==> src/rtl/mem_wb_pkg.sv <==
// Shared definitions for the memory-access / writeback stage: bus widths,
// memory-op encodings, FSM states and the store-lane helpers.
package mem_wb_pkg;

    localparam int WORD_BUS     = 32;
    localparam int REG_ADDR_BUS = 5;
    localparam logic [REG_ADDR_BUS-1:0] REG_ZERO = '0;

    typedef enum logic [3:0] {
        MEM_NONE = 4'd0,
        MEM_LB   = 4'd1,
        MEM_LBU  = 4'd2,
        MEM_LH   = 4'd3,
        MEM_LHU  = 4'd4,
        MEM_LW   = 4'd5,
        MEM_SB   = 4'd6,
        MEM_SH   = 4'd7,
        MEM_SW   = 4'd8
    } mem_op_e;

    typedef enum logic {
        ST_IDLE = 1'b0,
        ST_BUSY = 1'b1
    } state_e;

    // Undefined encodings (9..15) fall through every predicate and behave as NONE.
    function automatic logic is_load(input logic [3:0] op);
        return (op >= MEM_LB) && (op <= MEM_LW);
    endfunction

    function automatic logic is_store(input logic [3:0] op);
        return (op >= MEM_SB) && (op <= MEM_SW);
    endfunction

    function automatic logic is_misaligned(input logic [3:0] op, input logic [1:0] lane);
        logic bad;
        bad = 1'b0;
        if (op == MEM_LH || op == MEM_LHU || op == MEM_SH)
            bad = lane[0];
        else if (op == MEM_LW || op == MEM_SW)
            bad = (lane != 2'b00);
        return bad;
    endfunction

    // Byte enables; loads always fetch the whole word.
    function automatic logic [3:0] store_be(input logic [3:0] op, input logic [1:0] lane);
        logic [3:0] be;
        be = 4'b1111;
        if (op == MEM_SB)
            be = 4'b0001 << lane;
        else if (op == MEM_SH)
            be = lane[1] ? 4'b1100 : 4'b0011;
        return be;
    endfunction

    // Replicate the store source so the enabled lanes see the right bytes.
    function automatic logic [WORD_BUS-1:0] store_data(input logic [3:0] op,
                                                        input logic [WORD_BUS-1:0] sd);
        logic [WORD_BUS-1:0] wd;
        wd = '0;
        if (op == MEM_SB)
            wd = {4{sd[7:0]}};
        else if (op == MEM_SH)
            wd = {2{sd[15:0]}};
        else if (op == MEM_SW)
            wd = sd;
        return wd;
    endfunction

endpackage

==> src/rtl/mem_wb_stage_load_align.sv <==
// Picks the addressed byte/halfword out of a read word and sign/zero extends it.
module load_align
    import mem_wb_pkg::*;
(
    input  logic [3:0]          mem_op,
    input  logic [1:0]          byte_sel,
    input  logic [WORD_BUS-1:0] rdata,
    output logic [WORD_BUS-1:0] result
);

    logic [7:0]  sel_byte;
    logic [15:0] sel_half;

    assign sel_byte = rdata[{byte_sel, 3'b000} +: 8];
    assign sel_half = byte_sel[1] ? rdata[31:16] : rdata[15:0];

    // Extension by load type; LW and anything else pass the word through.
    always_comb begin
        result = rdata;
        case (mem_op)
            MEM_LB:  result = {{24{sel_byte[7]}}, sel_byte};
            MEM_LBU: result = {24'd0, sel_byte};
            MEM_LH:  result = {{16{sel_half[15]}}, sel_half};
            MEM_LHU: result = {16'd0, sel_half};
            default: result = rdata;
        endcase
    end

endmodule

==> src/rtl/mem_wb_stage.sv <==
// Memory-access stage and MEM/WB register: issues data-memory requests over a
// req/ack handshake, stalls upstream while busy, and drives the regfile port.
module mem_wb_stage
    import mem_wb_pkg::*;
#(
    parameter int ADDR_W  = 32,
    parameter int TIMEOUT = 16
)
(
    input  logic                    clk,
    input  logic                    rst,
    input  logic                    ex_valid,
    input  logic [REG_ADDR_BUS-1:0] ex_regDest,
    input  logic [WORD_BUS-1:0]     ex_result,
    input  logic [3:0]              ex_memOp,
    input  logic [WORD_BUS-1:0]     ex_storeData,
    output logic                    mem_stall,
    output logic                    dmem_req,
    output logic                    dmem_we,
    output logic [ADDR_W-1:0]       dmem_addr,
    output logic [3:0]              dmem_be,
    output logic [WORD_BUS-1:0]     dmem_wdata,
    input  logic                    dmem_ack,
    input  logic [WORD_BUS-1:0]     dmem_rdata,
    output logic                    wb_writeEnable,
    output logic [REG_ADDR_BUS-1:0] wb_regDest,
    output logic [WORD_BUS-1:0]     wb_result,
    output logic                    exc_misaligned,
    output logic                    exc_busError
);

    state_e                  state_reg, state_next;
    logic [7:0]              cnt_reg, cnt_next;
    logic                    req_reg, req_next;
    logic                    we_reg, we_next;
    logic [ADDR_W-1:0]       addr_reg, addr_next;
    logic [3:0]              be_reg, be_next;
    logic [WORD_BUS-1:0]     wdata_reg, wdata_next;
    logic [3:0]              op_reg, op_next;
    logic [REG_ADDR_BUS-1:0] dest_reg, dest_next;
    logic [1:0]              lane_reg, lane_next;
    logic                    wb_we_reg, wb_we_next;
    logic [REG_ADDR_BUS-1:0] wb_dest_reg, wb_dest_next;
    logic [WORD_BUS-1:0]     wb_result_reg, wb_result_next;
    logic                    misal_reg, misal_next;
    logic                    buserr_reg, buserr_next;

    logic [ADDR_W-1:0]       ex_addr;
    logic [WORD_BUS-1:0]     load_data;

    assign ex_addr = ex_result[ADDR_W-1:0];

    load_align u_load_align (
        .mem_op   (op_reg),
        .byte_sel (lane_reg),
        .rdata    (dmem_rdata),
        .result   (load_data)
    );

    // Next-state, request and writeback decisions; ack wins over timeout.
    always_comb begin
        state_next     = state_reg;
        cnt_next       = cnt_reg;
        req_next       = req_reg;
        we_next        = we_reg;
        addr_next      = addr_reg;
        be_next        = be_reg;
        wdata_next     = wdata_reg;
        op_next        = op_reg;
        dest_next      = dest_reg;
        lane_next      = lane_reg;
        wb_we_next     = 1'b0;
        wb_dest_next   = wb_dest_reg;
        wb_result_next = wb_result_reg;
        misal_next     = 1'b0;
        buserr_next    = 1'b0;
        mem_stall      = 1'b0;
        case (state_reg)
            ST_IDLE: begin
                if (ex_valid) begin
                    if (is_load(ex_memOp) || is_store(ex_memOp)) begin
                        if (is_misaligned(ex_memOp, ex_result[1:0])) begin
                            misal_next = 1'b1;
                        end else begin
                            mem_stall  = 1'b1;
                            state_next = ST_BUSY;
                            cnt_next   = 8'd0;
                            req_next   = 1'b1;
                            we_next    = is_store(ex_memOp);
                            addr_next  = {ex_addr[ADDR_W-1:2], 2'b00};
                            be_next    = store_be(ex_memOp, ex_result[1:0]);
                            wdata_next = store_data(ex_memOp, ex_storeData);
                            op_next    = ex_memOp;
                            dest_next  = ex_regDest;
                            lane_next  = ex_result[1:0];
                        end
                    end else begin
                        wb_we_next     = (ex_regDest != REG_ZERO);
                        wb_dest_next   = ex_regDest;
                        wb_result_next = ex_result;
                    end
                end
            end
            ST_BUSY: begin
                if (dmem_ack) begin
                    state_next = ST_IDLE;
                    req_next   = 1'b0;
                    if (is_load(op_reg)) begin
                        wb_we_next     = (dest_reg != REG_ZERO);
                        wb_dest_next   = dest_reg;
                        wb_result_next = load_data;
                    end
                end else if (cnt_reg == 8'(TIMEOUT - 1)) begin
                    state_next  = ST_IDLE;
                    req_next    = 1'b0;
                    buserr_next = 1'b1;
                end else begin
                    mem_stall = 1'b1;
                    cnt_next  = cnt_reg + 8'd1;
                end
            end
            default: state_next = ST_IDLE;
        endcase
    end

    // State and output registers; active-low reset clears everything.
    always_ff @(posedge clk) begin
        if (!rst) begin
            state_reg     <= ST_IDLE;
            cnt_reg       <= '0;
            req_reg       <= 1'b0;
            we_reg        <= 1'b0;
            addr_reg      <= '0;
            be_reg        <= '0;
            wdata_reg     <= '0;
            op_reg        <= '0;
            dest_reg      <= '0;
            lane_reg      <= '0;
            wb_we_reg     <= 1'b0;
            wb_dest_reg   <= '0;
            wb_result_reg <= '0;
            misal_reg     <= 1'b0;
            buserr_reg    <= 1'b0;
        end else begin
            state_reg     <= state_next;
            cnt_reg       <= cnt_next;
            req_reg       <= req_next;
            we_reg        <= we_next;
            addr_reg      <= addr_next;
            be_reg        <= be_next;
            wdata_reg     <= wdata_next;
            op_reg        <= op_next;
            dest_reg      <= dest_next;
            lane_reg      <= lane_next;
            wb_we_reg     <= wb_we_next;
            wb_dest_reg   <= wb_dest_next;
            wb_result_reg <= wb_result_next;
            misal_reg     <= misal_next;
            buserr_reg    <= buserr_next;
        end
    end

    assign dmem_req       = req_reg;
    assign dmem_we        = we_reg;
    assign dmem_addr      = addr_reg;
    assign dmem_be        = be_reg;
    assign dmem_wdata     = wdata_reg;
    assign wb_writeEnable = wb_we_reg;
    assign wb_regDest     = wb_dest_reg;
    assign wb_result      = wb_result_reg;
    assign exc_misaligned = misal_reg;
    assign exc_busError   = buserr_reg;

endmodule

==> config.mk <==
export PLATFORM = sky130hd
export DESIGN_NAME = mem_wb_stage
export DESIGN_NICKNAME = d
export VERILOG_FILES = /design/src/rtl/mem_wb_pkg.sv /design/src/rtl/mem_wb_stage_load_align.sv /design/src/rtl/mem_wb_stage.sv
export SDC_FILE = /design/constraint.sdc
export NUM_CORES = 1
export LEC_CHECK = 0
export CAP_MARGIN = 20
export CORE_UTILIZATION = 49
export CTS_CLUSTER_DIAMETER = 60
export DETAILED_ROUTE_END_ITERATION = 6
export PLACE_DENSITY = 0.86
export SETUP_SLACK_MARGIN = 0.1
export SYNTH_ARGS = -nofsm -noshare
export SYNTH_HDL_FRONTEND = slang
export SYNTH_SLANG_ARGS = --single-unit
==> constraint.sdc <==
create_clock -name clk -period 3 [get_ports clk]
set_input_delay 0.3 -clock clk [delete_from_list [all_inputs] [get_ports clk]]
set_output_delay 0.3 -clock clk [all_outputs]
set_load 0.01 [all_outputs]
==> results of run 1 <==
-- through the flow --
step / hold slack (ns) / power, mW / worst slack (ns) / instances / util (%)
after CTS: 0.380 / 4.98 / 0.242 / 1114 / 74.2
after global placement: 0.445 / 2.78 / 0.308 / 1082 / 69.1
final: 0.387 / 4.96 / 0.243 / 1114 / 74.2
after detailed placement: 0.450 / 2.80 / 0.194 / 1082 / 69.1
after floorplan: 0.430 / 2.33 / 0.936 / 753 / -
after global routing: 0.397 / 5.15 / 0.181 / 1114 / 74.2
-- cell type report --
cell class | instances | area share [%]
Multi-Input combinational cell | 547 | 36.4
Sequential cell | 128 | 28.3
Timing Repair Buffer | 236 | 25.9
Clock buffer | 21 | 5.30
Tap cell | 168 | 2.32
Clock inverter | 11 | 1.67
Inverter | 3 | 0.124
-- layer usage --
layer	GRT usage [%]	up-vias	wire length, um
met5	0	-	0
met4	13.7	0	605
met3	9.63	47	1660
met2	48.6	307	9420
met1	41.0	3070	8830
li1	-	3119	-
-- synth_stat cells (all sizes together), types with 5 or more instances --
cell	count
nand2	119
nand3	51
a21oi	36
buf	24
o211a	33
nor2b	5
dfxtp	128
o21ai	73
a211oi	6
o211ai	30
o22ai	18
nand4	5
mux2i	22
a21boi	6
clkbuf	51
nand2b	7
a22oi	18
a2111o	5
nor3	6
nor2	33
a31oi	11
o221ai	7
and3	6
-- logic make-up (layout without fill, tap and decap cells) --
family | count (synthesis) | after routing | share of synthesized area, %
buffers and inverters | 78 | 271 | 5.98
DFF | 128 | 128 | 41.2
muxes | 24 | 24 | 3.90
and+or+nand+nor | 254 | 254 | 19.2
xor gates and xnor gates | 7 | 7 | 0.986
AOI/OAI and AO/OA | 259 | 259 | 28.5
adders and majority gates | 1 | 1 | 0.201
other | 1 | 2 | 0.0603
-- where the power goes --
group	switching (mW)	internal [mW]
Clock	0.785	1.40
Combinational	0.450	0.446
Sequential	0.0724	1.81
Total	1.31	3.66
-- worst paths after layout --
| kind | cells past startpoint | to | slack, ns | start |
|---|---|---|---|---|
| setup / recovery | 6 | mem_stall | 0.24 | ex_memOp[0] |
| hold / removal | 2 | dmem_wdata[8]$_SDFFE_PN0P_ | 0.39 | rst |
| setup reg to reg | 5 | wb_result[13]$_SDFFE_PN0P_ | 0.61 | op_reg[2]$_SDFFE_PN0P_ |
| hold reg to reg | 2 | dmem_addr[16]$_SDFFE_PN0P_ | 0.46 | dmem_addr[16]$_SDFFE_PN0P_ |
==> flow_summary.yaml, run 1 <==
outcome:
  outcome: "finished, final reports clean"
floorplan:
  die_h_um: 115
  die_area_um2: 13100
  coreArea_um2: 12200
  row_count: 40
  die_x_um: 115
  pin_count: 220
  start_util_pct: 50.9
clock_network:
  cts_root_buffer: "clkbuf_16"
  clk_latency_ns: 0.42
  cts_buffers: 17
  clk_pin_slew_ns: 0.06
  postCtsSetupRepairBufs: 0
  cts.sinks: 128
  cts_buffer_depth: 2
  h-tree-depth: 4
  cts_resized: 0
  holdBufCountCts: 0
  cts_tree: "built"
sta:
  slew_violations: 0
  worst_slew_pin_slew_ns: 0.764
  fmax_mhz: 363
  min_period_over_period_pct: 91.9
  slew_headroom_pct: 48.8
  final_hold_viol_count: 0
  setup-violations-final: 0
  rsz0062_at_grt: "false"
  setup_tns_ns: 0
  fin_crit_ns: 2.76
  fin_skew_ns: 0.00574
finish:
  stdcell_area_um2: 9060
  final_common_cell: "clkdlybuf4s50_1"
  layout_common_cells: "216 x clkdlybuf4s50_1, 128 x dfxtp_1, 119 x nand2_1"
  register_area_um2: 2560
  multi_input_area_um2: 3300
  fillers: 931
  synthToLayoutAreaGrowth_pct: 45.8
  final_nets: 1043
  antennaDiodeCount: 0
  drive_above_1_share_pct: 6.34
critical_path:
  crit_type: "in2out"
  max_stage_delay_ns: 0.55
  slowest_stage: "clkdlybuf4s50_1"
  cp_top_family: "buffers and inverters"
  critPathArrivalTime_ns: 2.46
  crit_chain: "clkdlybuf4s50_1 -> o31a_1 -> or3_1 -> nor4_4 -> nand2b_1 -> clkdlybuf4s50_1"
  crit_fanout: 2
  end_kind: "output port"
  cp-start-kind: "input port"
  crit_path_frequent_cell: "clkdlybuf4s50_1"
  cp_num_buf_inv: 2
  crit_required_ns: 2.70
global_routing:
  overflow: 0
  grt_pass1_vias: 6185
  grt_usage_pct: 31.6
  antenna_found_initial: 0
  grt_max_degree: 160
  grt_pass1_wl_um: 32000
synth:
  synthFlopType: "dfxtp_1"
  syn_inst: 752
  syn_area_per_cell_um2: 8.27
  ys_top_cells_by_area: "dfxtp_1 41%, nand2_1 7.2%, o21ai_0 5.6%"
  netlist_area_um2: 6220
  synth.distinct_cells: 58
  synth_warnings: 0
  synth_edf_count: 0
  synth.top_cell.area_share_pct: 41.2
  synth_top_cell_by_area: "dfxtp_1"
  ys_ff_latch: 128
  synthArstFlopShare_pct: 0
  ys_seq_area_share_pct: 41.2
flow_run:
  cap_violations: 0
worst_hold_path:
  min_path_type: "in2reg"
drt:
  routed-via-count: 6543
  routed_wl_um: 20500
  firstDrtPassIters: 5
  drt_iter0_markers: 741
  vias_per_cell: 5.87
  drcViolationCount: 0
  ant_nets: 0
  wl_per_cell_um: 18.4
place:
  place.gp.congestion: 0.915
  placed_area_um2: 8430
  numPortBuffers: 217
  dpl.hpwl_um: 14000
pwr:
  peakVddDrop_mv: 0.414
  p_leak_nw: 3.51
  power_density_nw_per_um2: 548
Power figures use the tool's default switching activity.
==> inputs of run 2 (changes only) <==
REMOVE_ABC_BUFFERS = 1   (was unset)
==> flow_summary.yaml, run 2 (synthesis results as in run 1) <==
finish:
  final_cells: 1114
  stdcell_area_um2: 9000
  antennaDiodeCount: 0
  final_common_cell: "clkdlybuf4s50_1"
  final_util_pct: 73.7
  synthToLayoutAreaGrowth_pct: 44.7
  final_nets: 1044
  layout_common_cells: "216 x clkdlybuf4s50_1, 128 x dfxtp_1, 119 x nand2_1"
  drive_above_1_share_pct: 5.81
critical_path:
  crit_path_frequent_cell: "clkdlybuf4s50_1"
  r2r_slack_ns: 0.70
  worstReg2RegStart: "state_reg$_SDFF_PN0_"
  cp_num_buf_inv: 2
  critPathArrivalTime_ns: 2.49
  reg2reg_to: "dmem_wdata[24]$_SDFFE_PN0P_"
  crit_required_ns: 2.70
  crit_type: "in2out"
  cp_top_family: "buffers and inverters"
  r2r.worst_path.cells: 7
  crit_chain: "clkdlybuf4s50_1 -> o31a_1 -> or3_1 -> nor4_4 -> nand2b_1 -> clkdlybuf4s50_1"
  crit_fanout: 4
  max_stage_delay_ns: 0.56
  slowest_stage: "clkdlybuf4s50_1"
  end_kind: "output port"
  cp-start-kind: "input port"
clock_network:
  cts_buffers: 17
  clk_latency_ns: 0.42
  postCtsSetupRepairBufs: 0
  cts_resized: 0
  cts_buffer_depth: 2
  holdBufCountCts: 0
  h-tree-depth: 4
  cts_tree: "built"
  cts.sinks: 128
  cts_root_buffer: "clkbuf_16"
  clk_pin_slew_ns: 0.05
flow_run:
  cap_violations: 0
pwr:
  total_power_mw: 4.73
  power_density_nw_per_um2: 526
  p_leak_nw: 3.48
  peakVddDrop_mv: 0.437
sta:
  holdWs_ns: 0.293
  fin_crit_ns: 2.79
  min_period_over_period_pct: 93.0
  slew_headroom_pct: 41.3
  rsz0062_at_grt: "false"
  worst_slack_ns: 0.211
  final_hold_viol_count: 0
  slew_violations: 0
  fin_skew_ns: 0.00745
  setup-violations-final: 0
  fmax_mhz: 359
  setup_tns_ns: 0
  worst_slew_pin_slew_ns: 0.876
place:
  place.gp.congestion: 0.927
  dp_cells: 1083
  place_ws_ns: 0.152
  dpl.hpwl_um: 13300
  numPortBuffers: 217
  placed_area_um2: 8440
drt:
  firstDrtPassIters: 5
  routed_wl_um: 19200
  ant_nets: 0
  vias_per_cell: 5.82
  routed-via-count: 6479
  wl_met2_um: 8940
  drcViolationCount: 0
  highest_layer: "met4"
  wl_per_cell_um: 17.2
  wl_met3_um: 2050
  wl_met1_um: 7870
  drt_iter0_markers: 614
floorplan:
  die_area_um2: 13100
  row_count: 40
  die_h_um: 115
  start_util_pct: 50.9
  pin_count: 220
  die_x_um: 115
  coreArea_um2: 12200
worst_hold_path:
  whs_path_depth: 3
  min_path_type: "in2reg"
  hold_path_end: "wb_result[11]$_SDFFE_PN0P_"
  min_from: "rst"
global_routing:
  grt_pass1_vias: 6007
  grt_pass1_wl_um: 30300
  grt_max_degree: 81
  antenna_found_initial: 0
  overflow: 0
  grt_usage_pct: 29.6
outcome:
  outcome: "finished, final reports clean"
## run 2: worst max path at each step
stage / start / to / slack (ns) / depth (start not counted)
after floorplan: state_reg$_SDFF_PN0_ / mem_stall / -2.26 / 4
after global placement: ex_memOp[0] / mem_stall / 0.22 / 6
after detailed placement: ex_memOp[0] / dmem_wdata[24]$_SDFFE_PN0P_ / 0.15 / 8
after CTS: ex_memOp[0] / mem_stall / 0.19 / 6
after global routing: cnt_reg[4]$_SDFFE_PN0P_ / mem_stall / 0.10 / 4
final: ex_memOp[0] / mem_stall / 0.21 / 6
## run 2: layout make-up
class,count,area (um^2)
clock buffer,24,472
clock inverter,7,85.1
fill,971,3210
inverter,3,11.3
multi-input combinational,547,3300
sequential,128,2560
tap,168,210
timing repair buffer,237,2360
## run 2: where the power goes
group | total, mW | switching [mW] | internal (mW)
combinational | 0.879 | 0.430 | 0.448
sequential | 1.88 | 0.0732 | 1.81
clock | 1.97 | 0.714 | 1.25
total | 4.73 | 1.22 | 3.51
## run 2: layer usage
metal	up-vias	track usage [%]
li1	3116	-
met1	3010	35.7
met2	318	47.9
met3	35	11.0
met4	0	11.0
met5	-	0
## run 2: worst reg2reg max path: stages (launching register included)
cell      delay (ns)
dfxtp_1         0.37
nand2b_1        0.25
or3_1           0.39
nor4_4          0.17
buf_4           0.35
buf_12          0.33
o211ai_1        0.18
o211a_1         0.15
==> inputs of run 3 (changes only) <==
PLACE_DENSITY = unset   (was 0.86)
PLACE_DENSITY_LB_ADDON = 0.05   (was unset)
==> flow_summary.yaml, run 3 (synthesis results as in run 1) <==
flow_run:
  cap_violations: 0
critical_path:
  cp_num_buf_inv: 2
  crit_fanout: 3
  worstReg2RegStart: "state_reg$_SDFF_PN0_"
  slowest_stage: "clkdlybuf4s50_1"
  reg2reg_to: "dmem_wdata[24]$_SDFFE_PN0P_"
  crit_type: "in2out"
  end_kind: "output port"
  cp-start-kind: "input port"
  critPathArrivalTime_ns: 2.45
  path_depth: 6
  crit_required_ns: 2.70
  r2r.worst_path.cells: 7
  crit_chain: "clkdlybuf4s50_1 -> o31a_1 -> or3_1 -> nor4_4 -> nand2b_1 -> clkdlybuf4s50_1"
  crit_path_frequent_cell: "clkdlybuf4s50_1"
  cp_top_family: "buffers and inverters"
  r2r_slack_ns: 0.58
  max_stage_delay_ns: 0.55
pwr:
  seqPwrFrac_pct: 40.5
  switchingPower_mw: 1.22
  p_leak_nw: 3.47
  clkPwrFrac_pct: 40.6
  power_density_nw_per_um2: 519
  peakVddDrop_mv: 0.330
  intPower_mw: 3.43
  switching_share_pct: 26.3
  total_power_mw: 4.66
  p_comb_share_pct: 19.0
drt:
  ant_nets: 0
  routed_wl_um: 19400
  drcViolationCount: 0
  vias_per_cell: 5.86
  drt_iter0_markers: 482
  routed-via-count: 6523
  wl_per_cell_um: 17.4
  firstDrtPassIters: 5
place:
  place.gp.congestion: 0.851
  numPortBuffers: 217
  dp_cells: 1082
  placed_area_um2: 8450
  dpl.hpwl_um: 13500
  place_ws_ns: 0.139
clock_network:
  cts_tree: "built"
  h-tree-depth: 4
  clk_latency_ns: 0.41
  cts_buffers: 17
  clk_pin_slew_ns: 0.05
  cts.sinks: 128
  postCtsSetupRepairBufs: 0
  cts_resized: 0
  cts_buffer_depth: 2
  holdBufCountCts: 0
  cts_root_buffer: "clkbuf_16"
sta:
  rsz0062_at_grt: "false"
  setup_tns_ns: 0
  holdWs_ns: 0.394
  fin_skew_ns: 0.00685
  slew_violations: 0
  fin_crit_ns: 2.75
  worst_slew_pin_slew_ns: 0.933
  setup-violations-final: 0
  min_period_over_period_pct: 91.7
  slew_headroom_pct: 37.6
  worst_slack_ns: 0.249
  fmax_mhz: 364
  final_hold_viol_count: 0
floorplan:
  start_util_pct: 50.9
  pin_count: 220
  die_area_um2: 13100
  coreArea_um2: 12200
  die_x_um: 115
  row_count: 40
  die_h_um: 115
worst_hold_path:
  hold_path_end: "dmem_wdata[22]$_SDFFE_PN0P_"
  whs_path_depth: 2
  min_from: "rst"
  min_path_type: "in2reg"
finish:
  drive_above_1_share_pct: 5.61
  antennaDiodeCount: 0
  final_nets: 1043
  final_cells: 1113
  final_util_pct: 73.5
  layout_common_cells: "216 x clkdlybuf4s50_1, 128 x dfxtp_1, 119 x nand2_1"
  final_common_cell: "clkdlybuf4s50_1"
  synthToLayoutAreaGrowth_pct: 44.4
  stdcell_area_um2: 8980
global_routing:
  grt_pass1_vias: 6260
  antenna_found_initial: 1
  grt_max_degree: 98
  grt_pass1_wl_um: 31000
  grt_usage_pct: 30.1
  overflow: 0
outcome:
  outcome: "finished, final reports clean"
[run 3: cell count changes in the layout (fill, tap and decap cells not counted), sizes merged]
| cell | delta |
|---|---|
| buf | -1 |
| bufinv | -1 |
| clkbuf | +1 |
[run 3: worst reg2reg max path: cells and delay by family (launching register included)]
family | cells | cell delay (ns)
buf+inv | 2 | 0.65
simple gates | 3 | 0.90
flops | 1 | 0.40
compound gates | 2 | 0.36
[run 3: cell type report]
| cell class | instances | area [um^2] |
|---|---|---|
| Inverter | 3 | 11.3 |
| Timing Repair Buffer | 236 | 2360 |
| Tap cell | 168 | 210 |
| Clock inverter | 6 | 58.8 |
| Fill cell | 996 | 3230 |
| Multi-Input combinational cell | 547 | 3300 |
| Sequential cell | 128 | 2560 |
| Clock buffer | 25 | 475 |
[run 3: power groups by stage]
stage / combinational, mW / sequential, mW / clock (mW)
floorplan: 0.298 / 1.96 / 0
global placement: 0.855 / 1.91 / 0
detailed placement: 0.873 / 1.92 / 0
CTS: 0.881 / 1.88 / 1.91
global route: 0.952 / 1.89 / 1.99
finish: 0.884 / 1.88 / 1.89
[run 3: how the worst max path moves through the flow]
stage,from,end
floorplan,state_reg$_SDFF_PN0_,mem_stall
CTS,ex_memOp[0],mem_stall
detailed placement,ex_memOp[0],dmem_wdata[24]$_SDFFE_PN0P_
finish,ex_memOp[0],mem_stall
global route,ex_memOp[0],mem_stall
global placement,ex_memOp[0],dmem_wdata[31]$_SDFFE_PN0P_
[run 3: routing by layer]
layer  GRT usage, %  share of wire, %  vias to the layer above
li1               -                 -                     3113
met1           36.6                41                     3097
met2           50.7                49                      276
met3           6.56               6.9                       37
met4           13.6               2.5                        0
met5              0                 0                        -
